[config.mk]
export PLATFORM = sky130hd
export DESIGN_NAME = issue_decode
export DESIGN_NICKNAME = d
export VERILOG_FILES = /design/src/rtl/issue_decode_pkg.sv /design/src/rtl/issue_decode_instr_fifo.sv /design/src/rtl/issue_decode.sv
export SDC_FILE = /design/constraint.sdc
export NUM_CORES = 1
export LEC_CHECK = 0
export ABC_CLOCK_PERIOD_IN_PS = 4000
export BUFFER_PORTS_ARGS = -buffer_cell sky130_fd_sc_hd__buf_2
export CAP_MARGIN = 0
export CORE_MARGIN = 1.5
export CORE_UTILIZATION = 56
export DETAILED_ROUTE_END_ITERATION = 12
export GPL_TIMING_DRIVEN = 1
export PLACE_DENSITY = 0.77
export SLEW_MARGIN = 20
export SYNTH_ARGS = -nofsm -noshare
export SYNTH_HDL_FRONTEND = slang
export SYNTH_SLANG_ARGS = --single-unit
[constraint.sdc]
create_clock -name clk -period 4 [get_ports clk]
set_clock_uncertainty 0.2 [all_clocks]
set_input_delay 0.8 -clock clk [delete_from_list [all_inputs] [get_ports clk]]
set_output_delay 0.8 -clock clk [all_outputs]
set_load 0.05 [all_outputs]
[src/rtl/issue_decode_pkg.sv]
// Shared definitions for the issue/decode slice: opcodes, ALUop encodings,
// instruction field positions, func codes, decoded-instruction and
// scoreboard-entry structs, and the head-of-buffer decode helpers.
package issue_decode_pkg;

    localparam logic [5:0] OP_RTYPE    = 6'b000000;
    localparam logic [5:0] OP_BEQ      = 6'b000100;

    localparam logic [1:0] ALUOP_ADD   = 2'b00;
    localparam logic [1:0] ALUOP_SUB   = 2'b01;
    localparam logic [1:0] ALUOP_RTYPE = 2'b10;

    localparam int OPC_HI = 31;
    localparam int OPC_LO = 26;
    localparam int RS_HI  = 25;
    localparam int RS_LO  = 21;
    localparam int RT_HI  = 20;
    localparam int RT_LO  = 16;
    localparam int RD_HI  = 15;
    localparam int RD_LO  = 11;
    localparam int FN_HI  = 5;
    localparam int FN_LO  = 0;

    localparam logic [5:0] FN_ADD = 6'b100000;
    localparam logic [5:0] FN_SUB = 6'b100010;
    localparam logic [5:0] FN_AND = 6'b100100;
    localparam logic [5:0] FN_OR  = 6'b100101;
    localparam logic [5:0] FN_SLT = 6'b101010;

    typedef struct packed {
        logic [1:0] aluop;
        logic [5:0] func;
        logic [4:0] rs1;
        logic [4:0] rs2;
        logic [4:0] rd;
        logic       we;
    } dec_t;

    typedef struct packed {
        logic [4:0] rd;
        logic       we;
    } sb_ent_t;

    typedef enum logic [1:0] {
        ACT_IDLE    = 2'd0,
        ACT_ISSUE   = 2'd1,
        ACT_STALL   = 2'd2,
        ACT_ILLEGAL = 2'd3
    } act_e;

    function automatic logic is_legal(input logic [31:0] w);
        return (w[OPC_HI:OPC_LO] == OP_RTYPE) || (w[OPC_HI:OPC_LO] == OP_BEQ);
    endfunction

    // Source fields are always extracted; only R-type carries rd/func/we.
    function automatic dec_t decode(input logic [31:0] w);
        dec_t d;
        d       = '0;
        d.rs1   = w[RS_HI:RS_LO];
        d.rs2   = w[RT_HI:RT_LO];
        case (w[OPC_HI:OPC_LO])
            OP_RTYPE: begin
                d.aluop = ALUOP_RTYPE;
                d.func  = w[FN_HI:FN_LO];
                d.rd    = w[RD_HI:RD_LO];
                d.we    = 1'b1;
            end
            OP_BEQ: begin
                d.aluop = ALUOP_SUB;
            end
            default: begin
                d.aluop = ALUOP_ADD;
            end
        endcase
        return d;
    endfunction

endpackage

[src/rtl/issue_decode_instr_fifo.sv]
// instr_fifo: generic synchronous FIFO holding raw instruction words.
// Latency: a pushed word is visible on o_head one edge later; pop is same-edge.
// Backpressure: pushes while full are ignored, pops while empty are ignored.
// Ports: clk/rst (async, active-high), i_push/i_dat write side,
//        i_pop read side, o_head current oldest word, o_full/o_empty status.
module instr_fifo #(
    parameter int DEPTH = 4,
    parameter int WIDTH = 32
) (
    input  logic             clk,
    input  logic             rst,
    input  logic             i_push,
    input  logic [WIDTH-1:0] i_dat,
    input  logic             i_pop,
    output logic [WIDTH-1:0] o_head,
    output logic             o_full,
    output logic             o_empty
);

    localparam int AW = (DEPTH > 1) ? $clog2(DEPTH) : 1;
    localparam int CW = AW + 1;

    logic [WIDTH-1:0] r_mem [DEPTH];
    logic [AW-1:0]    r_wptr;
    logic [AW-1:0]    r_rptr;
    logic [CW-1:0]    r_count;
    logic             w_push;
    logic             w_pop;

    assign o_full  = (r_count == CW'(DEPTH));
    assign o_empty = (r_count == '0);
    assign w_push  = i_push && !o_full;
    assign w_pop   = i_pop && !o_empty;
    assign o_head  = r_mem[r_rptr];

    // Storage needs no reset: occupancy alone defines what is valid.
    always_ff @(posedge clk) begin
        if (w_push) begin
            r_mem[r_wptr] <= i_dat;
        end
    end

    // DEPTH is a power of two, so pointers wrap by natural overflow.
    always_ff @(posedge clk or posedge rst) begin
        if (rst) begin
            r_wptr  <= '0;
            r_rptr  <= '0;
            r_count <= '0;
        end else begin
            if (w_push) begin
                r_wptr <= r_wptr + 1'b1;
            end
            if (w_pop) begin
                r_rptr <= r_rptr + 1'b1;
            end
            case ({w_push, w_pop})
                2'b10:   r_count <= r_count + 1'b1;
                2'b01:   r_count <= r_count - 1'b1;
                default: r_count <= r_count;
            endcase
        end
    end

endmodule

[src/rtl/issue_decode.sv]
// issue_decode: instruction buffer + decode/issue stage with RAW bubble insertion.
// Latency: word pushed into an empty buffer appears decoded after the next edge.
// Backpressure: in_ready = !full; head is held (stalled) while a RAW hazard exists.
// Ports: clk, rst (async, active-high); in_valid/in_ready/in_instr input port;
//        ALUop/func/rs1/rs2/rd/we decoded fields; issue_valid, hazard_stall,
//        illegal status pulses. All decode outputs are registered.
module issue_decode
    import issue_decode_pkg::*;
#(
    parameter int FIFO_DEPTH = 4,
    parameter int HAZ_WIN    = 2
) (
    input  logic        clk,
    input  logic        rst,
    input  logic        in_valid,
    output logic        in_ready,
    input  logic [31:0] in_instr,
    output logic [1:0]  ALUop,
    output logic [5:0]  func,
    output logic [4:0]  rs1,
    output logic [4:0]  rs2,
    output logic [4:0]  rd,
    output logic        we,
    output logic        issue_valid,
    output logic        hazard_stall,
    output logic        illegal
);

    logic        w_full;
    logic        w_empty;
    logic [31:0] w_head;
    logic        w_pop;
    logic        w_hazard;
    dec_t        w_dec;
    act_e        w_act;

    // Writers issued in the last HAZ_WIN cycles; index 0 is the most recent.
    sb_ent_t     r_sb [HAZ_WIN];

    assign in_ready = !w_full;

    instr_fifo #(
        .DEPTH (FIFO_DEPTH),
        .WIDTH (32)
    ) u_fifo (
        .clk     (clk),
        .rst     (rst),
        .i_push  (in_valid && in_ready),
        .i_dat   (in_instr),
        .i_pop   (w_pop),
        .o_head  (w_head),
        .o_full  (w_full),
        .o_empty (w_empty)
    );

    assign w_dec = decode(w_head);

    // No forwarding: any in-flight writer of either source blocks issue.
    // $0 is compared like any other register since the RF really writes it.
    always_comb begin
        w_hazard = 1'b0;
        for (int i = 0; i < HAZ_WIN; i++) begin
            if (r_sb[i].we && ((r_sb[i].rd == w_dec.rs1) || (r_sb[i].rd == w_dec.rs2))) begin
                w_hazard = 1'b1;
            end
        end
    end

    always_comb begin
        w_act = ACT_IDLE;
        if (!w_empty) begin
            if (!is_legal(w_head)) begin
                w_act = ACT_ILLEGAL;
            end else if (w_hazard) begin
                w_act = ACT_STALL;
            end else begin
                w_act = ACT_ISSUE;
            end
        end
    end

    assign w_pop = (w_act == ACT_ISSUE) || (w_act == ACT_ILLEGAL);

    always_ff @(posedge clk or posedge rst) begin
        if (rst) begin
            ALUop        <= ALUOP_ADD;
            func         <= '0;
            rs1          <= '0;
            rs2          <= '0;
            rd           <= '0;
            we           <= 1'b0;
            issue_valid  <= 1'b0;
            hazard_stall <= 1'b0;
            illegal      <= 1'b0;
            for (int i = 0; i < HAZ_WIN; i++) begin
                r_sb[i] <= '0;
            end
        end else begin
            // Bubble by default; only an issue drives real fields.
            ALUop        <= ALUOP_ADD;
            func         <= '0;
            rs1          <= '0;
            rs2          <= '0;
            rd           <= '0;
            we           <= 1'b0;
            issue_valid  <= 1'b0;
            hazard_stall <= (w_act == ACT_STALL);
            illegal      <= (w_act == ACT_ILLEGAL);
            if (w_act == ACT_ISSUE) begin
                ALUop       <= w_dec.aluop;
                func        <= w_dec.func;
                rs1         <= w_dec.rs1;
                rs2         <= w_dec.rs2;
                rd          <= w_dec.rd;
                we          <= w_dec.we;
                issue_valid <= 1'b1;
            end

            // Scoreboard shifts every cycle; bubbles age out older writers.
            r_sb[0].rd <= (w_act == ACT_ISSUE) ? w_dec.rd : 5'd0;
            r_sb[0].we <= (w_act == ACT_ISSUE) && w_dec.we;
            for (int i = 1; i < HAZ_WIN; i++) begin
                r_sb[i] <= r_sb[i-1];
            end
        end
    end

endmodule
==> impl_metrics.json, run 1 <==
{
  "synth.top_cell.area_share": 0.558,
  "globalRoute.totalOverflow": 0,
  "hold_viol_final": 0,
  "drcViolationCount": 0,
  "placed_cells": 501,
  "clkSlewWorstSetupHoldPaths_ns": 0.06,
  "htreeDepth": 4,
  "setup.reg_to_reg.worst_slack_ns": 0.41,
  "initial_core_util": 0.586,
  "power.density_cell_area_nw_per_um2": 707,
  "stdcell_count": 533,
  "post_synth_inst_count": 320,
  "design.final.nets": 428,
  "routed_via_density": 5.44,
  "synthesis.area_per_instance_sq_um": 18.2,
  "port_buffers": 57,
  "critical_path.startpoint_type": "flop",
  "total_leakage_power_uw": 0.00270,
  "critPathCaptureType": "flop",
  "final_setup_violating_endpoints": 0,
  "timing.critical_path.cells": "mux4_1, xnor2_1, nand4_1, a21oi_1, nor4_4, nor2_1, nor2_1, ha_1, fa_1, xnor2_1, nor2_1, xor2_1",
  "grt_max_degree": 30,
  "layout-drive-gt1-share": 0.305,
  "floorplan.die_area_sq_um": 11000,
  "hp-class": "input port to asynchronous set/reset pin",
  "yosysTopAreaCell": "sky130_fd_sc_hd__edfxtp_1",
  "power_uw": 4790,
  "cp_num_buf_inv": 0,
  "routed-via-count": 2899,
  "design.portCount": 63,
  "post-dp-hpwl_um": 6190,
  "max_clock_freq_mhz": 279,
  "cp-startpoint": "u_fifo.r_rptr[0]$_DFFE_PP0P_",
  "multiInputGateArea_sq_um": 1430,
  "finalCriticalPeriod_ns": 3.59,
  "number_of_synthesis_warnings": 0,
  "grt_pass1_wl_um": 15900,
  "dpl_cell_area_sq_um": 6200,
  "cp.arrival_ns": 3.79,
  "cts_buffers": 17,
  "r2r_start": "u_fifo.r_rptr[0]$_DFFE_PP0P_",
  "synth_async_sr_flop_share": 0.265,
  "synth.lib_cells_used.distinct": 42,
  "critical_path.most_common_cell": "sky130_fd_sc_hd__nor2_1",
  "worst_pin_slew_ns": 0.856,
  "synth_seq_area_share": 0.726,
  "final_wirelength_um": 10000,
  "clock_tree_root_driver_cell": "sky130_fd_sc_hd__clkbuf_8",
  "area_contributors_post_synth": "sky130_fd_sc_hd__edfxtp_1, sky130_fd_sc_hd__dfrtp_1, sky130_fd_sc_hd__mux4_2",
  "totalNegativeSetupSlack_ns": 0,
  "drt_pass1_iterations": 4,
  "worst_path_dominant_cell_family": "multiplexers",
  "timing.critical_path.required_ns": 4.20,
  "area_delta_synth_final_pct": 16.7,
  "grt_usage": 0.200,
  "result_of_the_run": "finished, final reports clean",
  "timing.critical_path.slowest_cell_delay_ns": 0.73,
  "cts-root-to-sink-buffers": 2,
  "tritoncts_num_sinks": 147,
  "cts_resized": 0,
  "report.final.slew_viol_count": 0,
  "final_cell_area_sq_um": 6780,
  "synthesis.area_sq_um": 5810,
  "drtAntennaViolNets": 0,
  "number_of_filler_instances_in_the_final_layout": 692,
  "antenna_cells": 0,
  "synth_nets": 361,
  "grt_antenna_before_repair": 0,
  "setup_repair_after_global_routing_missed_its_margin": "false",
  "routability_cong": 0.799,
  "hold_buffers": 0,
  "critical_path_maximum_fanout": 11,
  "chipHeight_um": 105,
  "synth_enable_flop_cells": 108,
  "final_min_period_over_clock_period": 0.897,
  "storage_cell_area_sq_um": 4220,
  "tritoncts": "built",
  "post_drt_wl_per_cell_um": 18.8,
  "number_of_drc_violations_after_detailed_routing_iteration_0": 170,
  "clk-insertion-delay-late_ns": 0.52,
  "worstSetupPathType": "flop to flop",
  "maxSlewHeadroom": 0.425,
  "grt_pass1_vias": 3023,
  "crit_path_top_delay_cell": "sky130_fd_sc_hd__mux4_1",
  "ys.flop_type": "sky130_fd_sc_hd__edfxtp_1",
  "ys_ff_latch": 147,
  "floorplan.core_area_sq_um": 9910,
  "cts_post_setup_buffers_inserted": 0,
  "max-cap-violations": 0,
  "horizontal_die_dimension_um": 105,
  "placement_rows": 36,
  "worst_ir_drop_vdd_mv": 0.348
}
synthesized netlist by cell type, types with 4 or more instances:
master	count
sky130_fd_sc_hd__edfxtp_1	108
sky130_fd_sc_hd__dfrtp_1	39
sky130_fd_sc_hd__xnor2_1	20
sky130_fd_sc_hd__mux4_2	16
sky130_fd_sc_hd__nor2b_1	16
sky130_fd_sc_hd__and3_1	14
sky130_fd_sc_hd__mux2i_1	13
sky130_fd_sc_hd__xor2_1	9
sky130_fd_sc_hd__inv_1	8
sky130_fd_sc_hd__buf_4	6
sky130_fd_sc_hd__nor2_1	6
sky130_fd_sc_hd__ha_1	5
sky130_fd_sc_hd__nand2_1	5
sky130_fd_sc_hd__buf_6	4
sky130_fd_sc_hd__clkbuf_1	4
sky130_fd_sc_hd__nor3_1	4
sky130_fd_sc_hd__nor4_1	4
report_power, final:
part / leakage (uW) / internal, uW / switching (uW) / total (uW)
sequential: 0.00151 / 1940 / 116 / 2060
combinational: 0.000911 / 530 / 691 / 1220
clock: 0.000280 / 854 / 656 / 1510
total: 0.00270 / 3330 / 1460 / 4790
kinds of logic (layout without fill, tap and decap cells):
family,Yosys count,in the layout,share of synthesized area
flops,147,147,0.726
xor+xnor,29,29,0.0437
simple gates,65,65,0.0698
fa+ha+maj,6,6,0.0142
mux,36,36,0.106
compound gates,11,11,0.0129
buf+inv,26,106,0.0267
worst paths after layout:
check | to | cells past startpoint
setup / recovery | u_fifo.r_count[2]$_DFFE_PP0P_ | 12
hold / removal | u_fifo.r_count[2]$_DFFE_PP0P_ | 2
setup reg to reg | u_fifo.r_count[2]$_DFFE_PP0P_ | 12
hold reg to reg | u_fifo.r_count[2]$_DFFE_PP0P_ | 1
max in group asynchronous | r_sb[11]$_DFF_PP0_ | 3
min in group clk | u_fifo.r_count[2]$_DFFE_PP0P_ | 1
stage by stage:
stage | worst slack [ns] | hold slack (ns) | util
6_report | 0.413 | 0.167 | 0.684
5_1_grt | 0.123 | 0.202 | 0.684
4_1_cts | 0.372 | 0.177 | 0.684
3_5_place_dp | 0.409 | 0.283 | 0.626
3_3_place_gp | 0.442 | 0.289 | 0.626
2_1_floorplan | 0.666 | 0.173 | -
area by class of cell:
| type | count | share of cell area |
|---|---|---|
| repair buffers | 66 | 0.0521 |
| multi-input cells | 147 | 0.212 |
| clock buffers | 17 | 0.0611 |
| well taps | 133 | 0.0246 |
| inverters | 8 | 0.00443 |
| clock inverters | 15 | 0.0235 |
| flip-flops and latches | 147 | 0.623 |
worst reg2reg max path: stages, from the launching register on:
cell,delay (ns)
sky130_fd_sc_hd__dfrtp_1,0.69
sky130_fd_sc_hd__mux4_1,0.73
sky130_fd_sc_hd__xnor2_1,0.20
sky130_fd_sc_hd__nand4_1,0.12
sky130_fd_sc_hd__a21oi_1,0.28
sky130_fd_sc_hd__nor4_4,0.08
sky130_fd_sc_hd__nor2_1,0.10
sky130_fd_sc_hd__nor2_1,0.05
sky130_fd_sc_hd__ha_1,0.27
sky130_fd_sc_hd__fa_1,0.39
sky130_fd_sc_hd__xnor2_1,0.16
sky130_fd_sc_hd__nor2_1,0.06
sky130_fd_sc_hd__xor2_1,0.13
cell usage in the layout, fill, tap and decap left out, types with 6 or more instances in the layout:
| master | instances |
|---|---|
| sky130_fd_sc_hd__edfxtp_1 | 108 |
| sky130_fd_sc_hd__buf_2 | 57 |
| sky130_fd_sc_hd__dfrtp_1 | 39 |
| sky130_fd_sc_hd__xnor2_1 | 20 |
| sky130_fd_sc_hd__nor2b_1 | 16 |
| sky130_fd_sc_hd__mux4_2 | 16 |
| sky130_fd_sc_hd__clkbuf_16 | 16 |
| sky130_fd_sc_hd__and3_1 | 14 |
| sky130_fd_sc_hd__mux2i_1 | 13 |
| sky130_fd_sc_hd__xor2_1 | 9 |
| sky130_fd_sc_hd__buf_4 | 9 |
| sky130_fd_sc_hd__inv_1 | 8 |
| sky130_fd_sc_hd__nor2_1 | 6 |
routing by layer:
metal	GRT usage	up-vias	wire, um
met1	0.250	1469	4220
met4	0.0558	0	91
met3	0.0561	8	510
met2	0.343	72	5170
li1	-	1350	-
met5	0	-	0
state kept, by name, indices dropped and copies added, names as in the netlist:
name,cells
u_fifo.r_rptr,2
rs2,5
func,6
rs1,5
u_fifo.r_wptr,2
ALUop,2
r_sb,11
hazard_stall,1
illegal,1
issue_valid,1
u_fifo.r_count,3
u_fifo.r_mem,108
(Power assumes the default switching activity.)
==> run 2: changes to the inputs <==
ABC_AREA = 1   (was not set)
==> impl_metrics.json, run 2 <==
{
  "cts-root-to-sink-buffers": 2,
  "netlist_top_cells_count": "sky130_fd_sc_hd__nand2_1, sky130_fd_sc_hd__edfxtp_1, sky130_fd_sc_hd__nor2_1, sky130_fd_sc_hd__nand3_1, sky130_fd_sc_hd__dfrtp_1",
  "regMostFlops": "u_fifo.r_mem",
  "critical_path.most_common_cell": "sky130_fd_sc_hd__nand2_1",
  "hold_buffers": 0,
  "floorplan.core_area_sq_um": 10200,
  "stdcell_count": 693,
  "grt_max_degree": 50,
  "grt_pass1_wl_um": 19000,
  "routed_via_density": 5.43,
  "timing.critical_path.slowest_cell_delay_ns": 0.47,
  "post_synth_inst_count": 484,
  "drcViolationCount": 0,
  "clk-insertion-delay-late_ns": 0.52,
  "yosys.cell_count.top_type": "sky130_fd_sc_hd__nand2_1",
  "routability_cong": 0.834,
  "final_wirelength_um": 11700,
  "grt_antenna_before_repair": 0,
  "synth_enable_flop_cells": 108,
  "area_delta_synth_final_pct": 17.2,
  "cts_buffers": 17,
  "design.portCount": 63,
  "ff2ff_path_depth": 17,
  "finalCriticalPeriod_ns": 3.30,
  "layout_common_cells": "sky130_fd_sc_hd__nand2_1, sky130_fd_sc_hd__edfxtp_1, sky130_fd_sc_hd__buf_2",
  "worstSetupPathType": "flop to flop",
  "drt_pass1_iterations": 5,
  "critical_path.startpoint_type": "flop",
  "grt_pass1_vias": 3817,
  "cts_resized": 0,
  "clkSlewWorstSetupHoldPaths_ns": 0.06,
  "tritoncts_num_sinks": 147,
  "synth.top_cell.area_share": 0.552,
  "drtAntennaViolNets": 0,
  "synth_seq_area_share": 0.718,
  "antenna_cells": 0,
  "final_setup_violating_endpoints": 0,
  "number_of_synthesis_warnings": 0,
  "most_common_cell_after_layout_fill_and_taps_aside": "sky130_fd_sc_hd__nand2_1",
  "globalRoute.totalOverflow": 0,
  "crit_path_top_delay_cell": "sky130_fd_sc_hd__inv_2",
  "hold_viol_final": 0,
  "setup_repair_after_global_routing_missed_its_margin": "false",
  "synth_nets": 525,
  "horizontal_die_dimension_um": 105,
  "post_drt_wl_per_cell_um": 16.9,
  "power.density_cell_area_nw_per_um2": 772,
  "placed_cells": 661,
  "post-dp-hpwl_um": 7110,
  "layout-drive-gt1-share": 0.221,
  "ys_ff_latch": 147,
  "placement_rows": 37,
  "cp.arrival_ns": 3.50,
  "worst_ir_drop_vdd_mv": 0.502,
  "design.final.nets": 585,
  "floorplan.die_area_sq_um": 11100,
  "synthesis.area_per_instance_sq_um": 12.1,
  "maxSlewHeadroom": 0.365,
  "grt_usage": 0.230,
  "result_of_the_run": "finished, final reports clean",
  "hp-class": "input port to asynchronous set/reset pin",
  "port_buffers": 57,
  "tritoncts": "built",
  "max-cap-violations": 0,
  "area_contributors_post_synth": "sky130_fd_sc_hd__edfxtp_1, sky130_fd_sc_hd__dfrtp_1, sky130_fd_sc_hd__nand2_1",
  "worst_pin_slew_ns": 0.951,
  "timing.critical_path.required_ns": 4.20,
  "final_min_period_over_clock_period": 0.825,
  "yosysTopAreaCell": "sky130_fd_sc_hd__edfxtp_1",
  "reg.largest.list": "u_fifo.r_mem x108, r_sb x11, func x6",
  "synthesis.area_sq_um": 5880,
  "synth_async_sr_flop_share": 0.265,
  "routed-via-count": 3762,
  "synth.lib_cells_used.distinct": 29,
  "timing.critical_path.cells": "inv_2, nand2_1, nand3_1, nand2_1, nand2_1, nand2_1, nor2_1, nand3_1, nand2_1, nand2_2, nand3_1, nand2_1, ha_1, fa_1, a21oi_1, o21ai_0, xnor2_1",
  "clock_tree_root_driver_cell": "sky130_fd_sc_hd__clkbuf_8",
  "chipHeight_um": 105,
  "critPathCaptureType": "flop",
  "total_leakage_power_uw": 0.00282,
  "critical_path_maximum_fanout": 36,
  "largest_register_ffs": 108,
  "report.final.slew_viol_count": 0,
  "totalNegativeSetupSlack_ns": 0,
  "number_of_drc_violations_after_detailed_routing_iteration_0": 327,
  "number_of_filler_instances_in_the_final_layout": 724,
  "htreeDepth": 4,
  "ys.flop_type": "sky130_fd_sc_hd__edfxtp_1",
  "cts_post_setup_buffers_inserted": 0,
  "max_clock_freq_mhz": 303,
  "initial_core_util": 0.574,
  "setup.reg_to_reg.worst_slack_ns": 0.70
}
==> run 2: stage by stage <==
stage / util / setup slack [ns] / hold WS (ns) / cell area [sq um] / power (uW)
6_report: 0.673 / 0.698 / 0.148 / 6890 / 5320
5_1_grt: 0.673 / 0.387 / 0.189 / 6890 / 5630
4_1_cts: 0.673 / 0.742 / 0.263 / 6890 / 5340
3_5_place_dp: 0.614 / 0.756 / 0.250 / 6280 / 3740
3_3_place_gp: 0.614 / 0.801 / 0.259 / 6280 / 3670
2_1_floorplan: - / 1.09 / 0.214 / 5880 / 3300
==> run 2: per-layer routing <==
layer,global-route usage,up-vias,share of wire
li1,-,1781,-
met1,0.299,1839,0.43
met2,0.376,121,0.50
met3,0.0507,21,0.048
met4,0.0988,0,0.022
met5,0,-,0
==> run 2: layout make-up <==
type / count / area (sq um) / share of cell area
Clock buffer: 18 / 418 / 0.0607
Sequential cell: 147 / 4220 / 0.612
Multi-Input combinational cell: 290 / 1430 / 0.207
Clock inverter: 14 / 186 / 0.0271
Tap cell: 136 / 170 / 0.0247
Timing Repair Buffer: 65 / 383 / 0.0556
Inverter: 23 / 86.3 / 0.0125
==> run 2: path summary, 6_finish.rpt <==
kind | start | endpoint
min | rst | issue_valid$_DFF_PP0_
min in group clk | r_sb[9]$_DFF_PP0_ | r_sb[3]$_DFF_PP0_
min reg2reg | r_sb[9]$_DFF_PP0_ | r_sb[3]$_DFF_PP0_
max reg2reg | u_fifo.r_rptr[0]$_DFFE_PP0P_ | u_fifo.r_count[2]$_DFFE_PP0P_
max in group asynchronous | rst | r_sb[8]$_DFF_PP0_
max | u_fifo.r_rptr[0]$_DFFE_PP0P_ | u_fifo.r_count[2]$_DFFE_PP0P_
==> run 2: cells by family (layout without fill, tap and decap cells) <==
| group | after synthesis | count (layout) | synth area share |
|---|---|---|---|
| buffers and inverters | 47 | 120 | 0.0409 |
| DFF | 147 | 147 | 0.718 |
| AOI/OAI and AO/OA | 45 | 45 | 0.0441 |
| muxes | 1 | 1 | 0.00192 |
| xor gates and xnor gates | 8 | 8 | 0.0119 |
| and+or+nand+nor | 230 | 230 | 0.169 |
| adders and majority gates | 6 | 6 | 0.0141 |
==> run 2: worst max-delay path, delay by kind of cell (launching register included) <==
kind / cells / cell delay, ns
DFF: 1 / 0.38
AOI/OAI and AO/OA: 2 / 0.24
and+or+nand+nor: 11 / 1.12
xor gates and xnor gates: 1 / 0.13
buffers and inverters: 1 / 0.47
adders and majority gates: 2 / 0.61
==> run 2: power by group <==
| group | switching (uW) | total [uW] | internal, uW |
|---|---|---|---|
| combinational | 1200 | 1670 | 468 |
| sequential | 91.7 | 2050 | 1960 |
| clock | 589 | 1600 | 1010 |
